===== src/rtl/w_align_stage_pkg.sv =====
// Shared types and helpers for the store-side W-beat aligner.
// Feature macro W_ALIGN_OUT_REG_EN (used in w_align_stage) adds an output register stage.
package w_align_stage_pkg;

  localparam int unsigned WAlignOffW    = 8;
  localparam int unsigned WAlignNBytesW = 32;
  localparam int unsigned WAlignSumW    = WAlignNBytesW + 2;

  typedef enum logic [1:0] {
    WA_IDLE,
    WA_STREAM,
    WA_FLUSH
  } w_align_state_e;

  typedef struct packed {
    logic [WAlignOffW-1:0]    offset;
    logic [WAlignNBytesW-1:0] nbytes;
  } w_align_cmd_t;

  // Output beat count ceil((o+n)/B) where lb = log2(B); wide enough that o+n cannot wrap.
  function automatic logic [WAlignSumW-1:0] w_align_beats(
    input logic [WAlignOffW-1:0]    o,
    input logic [WAlignNBytesW-1:0] n,
    input int unsigned              lb
  );
    logic [WAlignSumW-1:0] sum;
    sum = WAlignSumW'(o) + WAlignSumW'(n) + (WAlignSumW'(1) << lb) - WAlignSumW'(1);
    return sum >> lb;
  endfunction

endpackage


===== src/rtl/w_align_stage_byte_rotate.sv =====
// Byte-granular left rotator: output lane j takes input byte (j - shift) mod B.
// Built as log2(B) conditional stages, one per shift bit.
module w_byte_rotate #(
  parameter int unsigned AxiDataWidth = 512,
  localparam int unsigned B   = AxiDataWidth / 8,
  localparam int unsigned ShW = $clog2(B)
) (
  input  logic [AxiDataWidth-1:0] data_i,
  input  logic [ShW-1:0]          shift_i,
  output logic [AxiDataWidth-1:0] data_o
);

  always_comb begin : rot_comb
    logic [AxiDataWidth-1:0] acc;
    acc = data_i;
    for (int s = 0; s < ShW; s++) begin
      if (shift_i[s]) begin
        acc = (acc << (8 << s)) | (acc >> (AxiDataWidth - (8 << s)));
      end
    end
    data_o = acc;
  end

endmodule


===== src/rtl/w_align_stage.sv =====
// W-path store aligner: moves lane-0-packed store bytes to the burst start offset,
// generates WSTRB/WLAST and emits a flush beat for spill-over. Option: W_ALIGN_OUT_REG_EN.
module w_align_stage
  import w_align_stage_pkg::*;
#(
  parameter int unsigned AxiDataWidth = 512,
  parameter int unsigned NumTrackers  = 8,
  parameter int unsigned NBytesWidth  = 32,
  localparam int unsigned B    = AxiDataWidth / 8,
  localparam int unsigned OffW = $clog2(B)
) (
  input  logic                    clk_i,
  input  logic                    rst_ni,
  input  logic                    cmd_valid_i,
  output logic                    cmd_ready_o,
  input  logic [OffW-1:0]         cmd_offset_i,
  input  logic [NBytesWidth-1:0]  cmd_nbytes_i,
  input  logic                    in_w_valid_i,
  output logic                    in_w_ready_o,
  input  logic [AxiDataWidth-1:0] in_w_data_i,
  output logic                    out_w_valid_o,
  input  logic                    out_w_ready_i,
  output logic [AxiDataWidth-1:0] out_w_data_o,
  output logic [B-1:0]            out_w_strb_o,
  output logic                    out_w_last_o
);

  localparam int unsigned PtrW  = $clog2(NumTrackers);
  localparam int unsigned CntW  = $clog2(NumTrackers + 1);
  localparam int unsigned BeatW = NBytesWidth + 1;

  w_align_cmd_t     mem_q [NumTrackers];
  logic [PtrW-1:0]  wr_ptr_q, rd_ptr_q;
  logic [CntW-1:0]  cnt_q;
  logic             push, pop, full, empty;
  w_align_cmd_t     head;
  logic [OffW-1:0]        head_off;
  logic [NBytesWidth-1:0] head_nbytes;
  logic [BeatW-1:0]       head_in_beats, head_out_beats;

  w_align_state_e         state_q;
  logic [OffW-1:0]        off_q;
  logic [NBytesWidth-1:0] nbytes_q;
  logic [BeatW-1:0]       in_beats_q, out_beats_q, k_q;
  logic [AxiDataWidth-1:0] carry_q;

  logic [AxiDataWidth-1:0] rot;
  logic [BeatW-1:0]        base, off_ext, end_ext;
  logic                    algn_valid, algn_ready, algn_hs, algn_last;
  logic [AxiDataWidth-1:0] algn_data;
  logic [B-1:0]            algn_strb;

  assign full        = (cnt_q == CntW'(NumTrackers));
  assign empty       = (cnt_q == '0);
  assign cmd_ready_o = !full;
  assign push        = cmd_valid_i && !full;
  assign pop         = (state_q == WA_IDLE) && !empty;
  assign head        = mem_q[rd_ptr_q];

  assign head_off       = OffW'(head.offset);
  assign head_nbytes    = NBytesWidth'(head.nbytes);
  assign head_in_beats  = (BeatW'(head_nbytes) + BeatW'(B - 1)) >> OffW;
  assign head_out_beats = BeatW'(w_align_beats(head.offset, head.nbytes, OffW));

  always_ff @(posedge clk_i) begin
    if (push) begin
      mem_q[wr_ptr_q] <= '{offset: WAlignOffW'(cmd_offset_i), nbytes: WAlignNBytesW'(cmd_nbytes_i)};
    end
  end

  always_ff @(posedge clk_i or negedge rst_ni) begin
    if (!rst_ni) begin
      wr_ptr_q <= '0;
      rd_ptr_q <= '0;
      cnt_q    <= '0;
    end else begin
      if (push) wr_ptr_q <= (wr_ptr_q == PtrW'(NumTrackers - 1)) ? '0 : wr_ptr_q + PtrW'(1);
      if (pop)  rd_ptr_q <= (rd_ptr_q == PtrW'(NumTrackers - 1)) ? '0 : rd_ptr_q + PtrW'(1);
      if (push && !pop)      cnt_q <= cnt_q + CntW'(1);
      else if (pop && !push) cnt_q <= cnt_q - CntW'(1);
    end
  end

  w_byte_rotate #(.AxiDataWidth(AxiDataWidth)) i_rotate (
    .data_i  (in_w_data_i),
    .shift_i (off_q),
    .data_o  (rot)
  );

  assign algn_valid   = (state_q == WA_STREAM) ? in_w_valid_i : (state_q == WA_FLUSH);
  assign in_w_ready_o = (state_q == WA_STREAM) && algn_ready;
  assign algn_hs      = (state_q == WA_STREAM) && in_w_valid_i && algn_ready;

  // Zero-length commands are consumed in IDLE without ever entering STREAM.
  always_ff @(posedge clk_i or negedge rst_ni) begin
    if (!rst_ni) begin
      state_q     <= WA_IDLE;
      off_q       <= '0;
      nbytes_q    <= '0;
      in_beats_q  <= '0;
      out_beats_q <= '0;
      k_q         <= '0;
      carry_q     <= '0;
    end else begin
      case (state_q)
        WA_IDLE: begin
          if (!empty) begin
            k_q     <= '0;
            carry_q <= '0;
            if (head_nbytes != '0) begin
              off_q       <= head_off;
              nbytes_q    <= head_nbytes;
              in_beats_q  <= head_in_beats;
              out_beats_q <= head_out_beats;
              state_q     <= WA_STREAM;
            end
          end
        end
        WA_STREAM: begin
          if (algn_hs) begin
            carry_q <= rot;
            k_q     <= k_q + BeatW'(1);
            if (k_q == in_beats_q - BeatW'(1)) begin
              state_q <= (out_beats_q > in_beats_q) ? WA_FLUSH : WA_IDLE;
            end
          end
        end
        WA_FLUSH: begin
          if (algn_ready) state_q <= WA_IDLE;
        end
        default: state_q <= WA_IDLE;
      endcase
    end
  end

  assign base    = k_q << OffW;
  assign off_ext = BeatW'(off_q);
  assign end_ext = off_ext + BeatW'(nbytes_q);

  always_comb begin
    algn_data = '0;
    algn_strb = '0;
    algn_last = 1'b0;
    if (state_q != WA_IDLE) begin
      for (int j = 0; j < B; j++) begin
        if (OffW'(j) < off_q)            algn_data[8*j +: 8] = carry_q[8*j +: 8];
        else if (state_q == WA_STREAM)   algn_data[8*j +: 8] = rot[8*j +: 8];
        algn_strb[j] = ((base + BeatW'(j)) >= off_ext) && ((base + BeatW'(j)) < end_ext);
      end
      algn_last = (k_q == out_beats_q - BeatW'(1));
    end
  end

`ifdef W_ALIGN_OUT_REG_EN
  logic                    out_valid_q;
  logic [AxiDataWidth-1:0] out_data_q;
  logic [B-1:0]            out_strb_q;
  logic                    out_last_q;

  assign algn_ready = !out_valid_q || out_w_ready_i;

  always_ff @(posedge clk_i or negedge rst_ni) begin
    if (!rst_ni) begin
      out_valid_q <= 1'b0;
      out_data_q  <= '0;
      out_strb_q  <= '0;
      out_last_q  <= 1'b0;
    end else if (algn_ready) begin
      out_valid_q <= algn_valid;
      if (algn_valid) begin
        out_data_q <= algn_data;
        out_strb_q <= algn_strb;
        out_last_q <= algn_last;
      end
    end
  end

  assign out_w_valid_o = out_valid_q;
  assign out_w_data_o  = out_data_q;
  assign out_w_strb_o  = out_strb_q;
  assign out_w_last_o  = out_last_q;
`else
  assign algn_ready    = out_w_ready_i;
  assign out_w_valid_o = algn_valid;
  assign out_w_data_o  = algn_data;
  assign out_w_strb_o  = algn_strb;
  assign out_w_last_o  = algn_last;
`endif

endmodule


===== config.mk =====
export PLATFORM = sky130hd
export DESIGN_NAME = w_align_stage
export DESIGN_NICKNAME = d
export VERILOG_FILES = /design/src/rtl/w_align_stage_pkg.sv /design/src/rtl/w_align_stage_byte_rotate.sv /design/src/rtl/w_align_stage.sv
export SDC_FILE = /design/constraint.sdc
export NUM_CORES = 2
export LEC_CHECK = 0
export ABC_AREA = 0
export BUFFER_PORTS_ARGS = -buffer_cell sky130_fd_sc_hd__buf_4
export CAP_MARGIN = 0
export CORE_AREA = 2 2 495 497
export CTS_BUF_LIST = sky130_fd_sc_hd__clkbuf_4
export DETAILED_ROUTE_END_ITERATION = 8
export DIE_AREA = 0 0 497 499
export PLACE_DENSITY = 0.61
export SLEW_MARGIN = 0
export SYNTH_ARGS = -nofsm -noshare
export SYNTH_HDL_FRONTEND = slang
export SYNTH_SLANG_ARGS = --single-unit

===== constraint.sdc =====
create_clock -name clk_i -period 10 [get_ports clk_i]
set_clock_uncertainty 0.1 [all_clocks]
set_input_delay 1 -clock clk_i [delete_from_list [all_inputs] [get_ports clk_i]]
set_output_delay 1 -clock clk_i [all_outputs]
set_load 0.03 [all_outputs]

# Word-level counts from Yosys, hierarchy flattened

Memories as Yosys holds them, arrays and structs flattened.
Index checks and enable logic that the tools add are counted.

$mul: 0
Bitwise gates (word level): 7
Equality and inequality tests: 12
Multiplexer cells: 157
$add $sub $neg: 75
Shift operators: 0
Div/mod/pow operators: 0
Reduce and logical (&&, ||, !) cells: 84
$lt $le $gt $ge: 193

Operator list:

| kind                    | count |
|---|---|
| $mux W512               | 9 |
| $ge A33 B6 Y1           | 64 |
| $lt A33 B33 Y1          | 64 |
| $add A33 B6 Y33 const B | 32 |
| $mux W8                 | 128 |
| $pmux W512 S2           | 1 |
| $add A33 B5 Y33 const B | 16 |
| $or A512 B128 Y512      | 1 |
| $or A512 B16 Y512       | 1 |
| $or A512 B256 Y512      | 1 |
| $or A512 B32 Y512       | 1 |
| $or A512 B64 Y512       | 1 |
| $or A512 B8 Y512        | 1 |
| $add A33 B4 Y33 const B | 8 |
| $lt A6 B6 Y1 const A    | 32 |
| $add A33 B3 Y33 const B | 4 |
| $lt A5 B6 Y1 const A    | 16 |
| $logic_and A1 B1 Y1     | 71 |
| $add A33 B1 Y33 const B | 2 |
| $add A33 B2 Y33 const B | 2 |
| $eq A33 B33 Y1          | 2 |
| $mux W33                | 2 |
| $pmux W33 S2            | 1 |
| $mux W64                | 1 |
| 34 further kinds        | 67 |

Memory bits (read-only): 0
Word-level logic and storage cells: 539
RAM bits: 304
Flip-flop bits (word level): 650
Memories: 1
Bits of input ports: 555
Latch bits: 0
Output and inout port bits: 580

Memories:

| memory | depth | bits a word | read ports | clocked after memory_dff | write ports | RTL line            | source |
|---|---|---|---|---|---|---|---|
| mem_q  | 8     | 38          | 1          | 0                        | 1           | w_align_stage.sv:32 | `w_align_cmd_t mem_q [NumTrackers];` |

# Depth between registers and ports, before layout

Word-level depth: 15
Gate-level depth with buffers: 23
Gate-level depth less buffers: 20

# Cells and area by module

Synthesis repeated with hierarchy kept, for this count alone.

Cell total of the unflattened synthesis: 7581
Area total of the unflattened synthesis: 90907.2 µm²

By module, submodules not included:

| module        | area each (µm²) | cells each | sequential area each (µm²) | times used |
|---|---|---|---|---|
| w_align_stage | 54239.5         | 5703       | 25169.1                    | 1 |
| w_byte_rotate | 36667.7         | 1878       | 0.0                        | 1 |

# Worst setup path after synthesis

Ideal clock, no wire load.

Kind: reg-to-output
Start point: register off_q[1]
End point: output out_w_strb_o[11]
Buffers on the path: 4
Required time: 8900 ps
Cell stages (with the launch flop): 23
Arrival: 6027 ps
Setup slack: 2873 ps
Cell sequence: dfrtp_1 -> clkbuf_1 -> clkbuf_1 -> clkbuf_1 -> inv_1 -> fa_1 -> nor2b_1 -> o21ai_0 -> a21boi_0 -> o21ai_0 -> a2111oi_0 -> nand2b_1 -> nor2_1 -> xnor2_1 -> ha_1 -> a21o_1 -> a21o_1 -> a221o_1 -> a221oi_1 -> o211a_1 -> o211ai_1 -> clkbuf_1 -> a221oi_1

Word-level cells in the longest chain between the ends: 4
Elaborated cells between the ends (all ways): 5
Classes of those cells: 1 x add/sub; 2 x order compare; 1 x mux; 1 x reduce/logical

Ends and longest elaborated chain:

| what                   | RTL line             | source |
|---|---|---|
| start, declared        | w_align_stage.sv:42  | `logic [OffW-1:0] off_q;` |
| start signal, assigned | w_align_stage.sv:111 | `off_q <= head_off;` |
| $add A6 B32 Y33        | w_align_stage.sv:138 | `assign end_ext = off_ext + BeatW'(nbytes_q);` |
| $lt A33 B33 Y1         | w_align_stage.sv:148 | `algn_strb[j] = ((base + BeatW'(j)) >= off_ext) && ((base + BeatW'(j)) < end_ext);` |
| $logic_and A1 B1 Y1 *  | w_align_stage.sv:148 |  |
| $mux W64 *             | w_align_stage.sv:144 | `if (state_q != WA_IDLE) begin` |
| end, declared          | w_align_stage.sv:24  | `output logic [B-1:0] out_w_strb_o,` |

Every way passes the cells marked *; elsewhere a longest branch is shown, timed or not.

# Final worst setup path

Start point: register off_q[1]
End point: output out_w_strb_o[6]

Same word-level chain as after synthesis.

==> run metrics <==
Via density between 6 and 7; clk slew on worst S/H paths 70 ps; total CTS buffers 295; DP Area 96,100 sq um; vias in the first global route 84,200; hold violation count in the final report 0; first-pass GRT wire length about 820,000 microns; RSZ-0062 raised after global routing false; Yosys Warn Count 0; WP data required 8900 ps; Via Count 93,200; Critical R2R Launch off_q[0]; Tmin final 9420 ps; I/O Buffers 1,134; Starting Density 34.8%; Final Cycle Share 94.2%; cell area after layout around 100,000 sq um; GRT Total Usage 49.3%; most frequent cell after synthesis nand2_1; Post-Syn Instances 9,452; initial antenna violation count around 160; CP Capture Type primary output; average size of a mapped cell between 8 and 9 sq um; Critical-path top delay cell a2111oi_0; failing checks capacitance limit, slew limit; CP arrival 8320 ps; row cnt 181; Total Die Area around 250,000 sq um; CP delay by family, top simple AND/OR/NAND/NOR gates; hpwl dp 520,000 microns; worst setup path startpoint off_q[1]; Post-synth EDFFs 304; max_slew headroom -12.7%; critical path, cell by cell inv_1 > fa_1 > nor2b_1 > o21ai_0 > a21boi_0 > o21ai_0 > a2111oi_0 > nand2b_1 > nor3_1 > xnor2_1 > ha_1 > nand4_1 > nor2_1 > nand3_1 > or4_1 > nor2_1 > buf_4 > and3b_1 > a32o_1 > nor2_1 > buf_4; fin. max-slew vios 8; routed wire length 634,000 microns; critical path depth in cells 21; clk_lat worst skew 1310 ps; post-synth top area cell dfrtp_1; WL met1 228,000 microns; ANT nets after route 0; setup bufs post-CTS 0; FF-to-FF End carry_q[115]; WP buf/inv 3; io pins ~1,100; Setup CP Type reg2out; TritonCTS clock tree done; Pre-antenna DRT Iters 9; Reg area 25,200 sq um; Mapped Area 84,400 sq um; Clock Path Buffers 4; R2R setup slack around 3400 ps; synthesized net count 10,100; Startpoint Class flop; metal3 WL roughly 85,000 microns; Met2 Wirelength 252,000 microns; sequential area share after synthesis 29.8%; Main synth FF type dfrtp_1; Critical Path Most Common Cell nor2_1; # setup viols final 0; post-synth top area share a little under a fifth; ys async rst share 67.8%; CP Max Fanout 37; crit path to out_w_strb_o[6]; pin count of the biggest net entering global routing 203; H-tree depth 5; Layout area overhead 18.8%; Placed Cells 13,200; layout cells sized above 1 29.2%; TritonCTS Sinks 945; Tightest Pin Transition 1680 ps; Post-route DRC 0; R2R depth 10; clk root buf clkbuf_4; Netlist cell types 86; setup_tns 0 ps; routed len/inst 45.7 microns; max-cap viol count 6; Iteration-0 DRC Markers 15,000; RePlAce Congestion around 1.2; DIE WIDTH between 400 and 500 microns; status complete, but fails checks; total gr overflow 0; Multi-input gate area 55,800 sq um; Yosys reg bits approximately 950; Max Freq approximately 0.11 GHz; filler instances 24,300; Nets 11,000; commonest cells in the netlist nand2_1 (1,693), o21ai_0 (1,516), dfrtp_1 (641); Core Footprint approximately 240,000 sq um; hold crit path type in2async; Slowest Stage Delay on Critical Path 980 ps; largest cells by area after synthesis dfrtp_1 (19%), mux4_2 (15%), edfxtp_1 (11%); Chip Height about 500 microns; Cell Count, Final, Fillers Out around 14,000; Max Used Layer met5
==> stage by stage <==
stage | hold slack, ps | util, % | setup WS [ps]
after floorplan | 348 | - | 2870
final | 243 | 41.3 | 577
after global routing | 220 | 41.3 | 282
after detailed placement | 366 | 39.6 | 1970
after global placement | 360 | 39.6 | 1880
after CTS | 41.1 | 41.2 | 447
==> state kept, by name (all words and copies together), names as in the netlist, 4 cells and up <==
name	cells
carry_q	504
mem_q	304
k_q	33
nbytes_q	32
in_beats_q	27
out_beats_q	27
off_q	6
cnt_q	4
==> worst register-to-register path: cells and delay by family, from the launching register on <==
kind            cells  cell delay, ps
compound gates      3            1720
flops               1             650
mux                 3            1340
simple gates        1              60
buf+inv             3            2480
==> cell families (layout without fill, tap and decap cells) <==
logic type,after synthesis,in the layout,share of synthesized area [%]
flip-flops,945,945,29.8
AND/OR/NAND/NOR,2878,2878,14.4
multiplexers,1733,1733,30.0
buffers and inverters,912,2028,4.36
other,0,106,0
XOR/XNOR,169,169,1.75
AO/OA/AOI/OAI,2731,2731,18.4
adder cells (fa/ha/maj),84,84,1.26
==> what timing repair did <==
item                      4_1_cts  5_1_grt
hold endpoints to repair      383        0
hold buffers                   40        0
gates resized for setup         0        0
==> final cells by class <==
cell class | instances | area share, %
sequential | 945 | 25.1
clock inverter | 61 | 0.293
timing repair buffer | 1460 | 11.2
inverter | 77 | 0.301
multi-input combinational | 7595 | 55.6
clock buffer | 430 | 3.22
tap | 3202 | 4.00
antenna | 106 | 0.265
==> layer usage <==
layer | track usage, % | up-vias
li1 | - | 37200
met1 | 58.2 | 46400
met2 | 68.0 | 7625
met3 | 20.4 | 1878
met4 | 44.2 | 66
met5 | 0.752 | -
==> cells in the final DEF, fill, tap and decap left out, types with 304 or more instances in the layout <==
| cell | count |
|---|---|
| nand2_1 | 1691 |
| o21ai_0 | 1428 |
| dfrtp_1 | 631 |
| buf_4 | 1405 |
| nor2_1 | 608 |
| mux4_2 | 579 |
| a21oi_1 | 543 |
| edfxtp_1 | 304 |
| mux2_2 | 552 |
| clkbuf_4 | 430 |
| mux2i_1 | 581 |
==> worst min-delay path by stage <==
stage	startpoint	to
3_5_place_dp	carry_q[1]	carry_q[1]
4_1_cts	cmd_valid_i	wr_ptr_q[1]
6_report	rst_ni	carry_q[64]
2_1_floorplan	carry_q[0]	carry_q[0]
3_3_place_gp	carry_q[36]	carry_q[36]
5_1_grt	cmd_valid_i	wr_ptr_q[1]
Power is not shown: default switching activity piles up to over one toggle a cycle in this logic, so the estimate is an artifact.
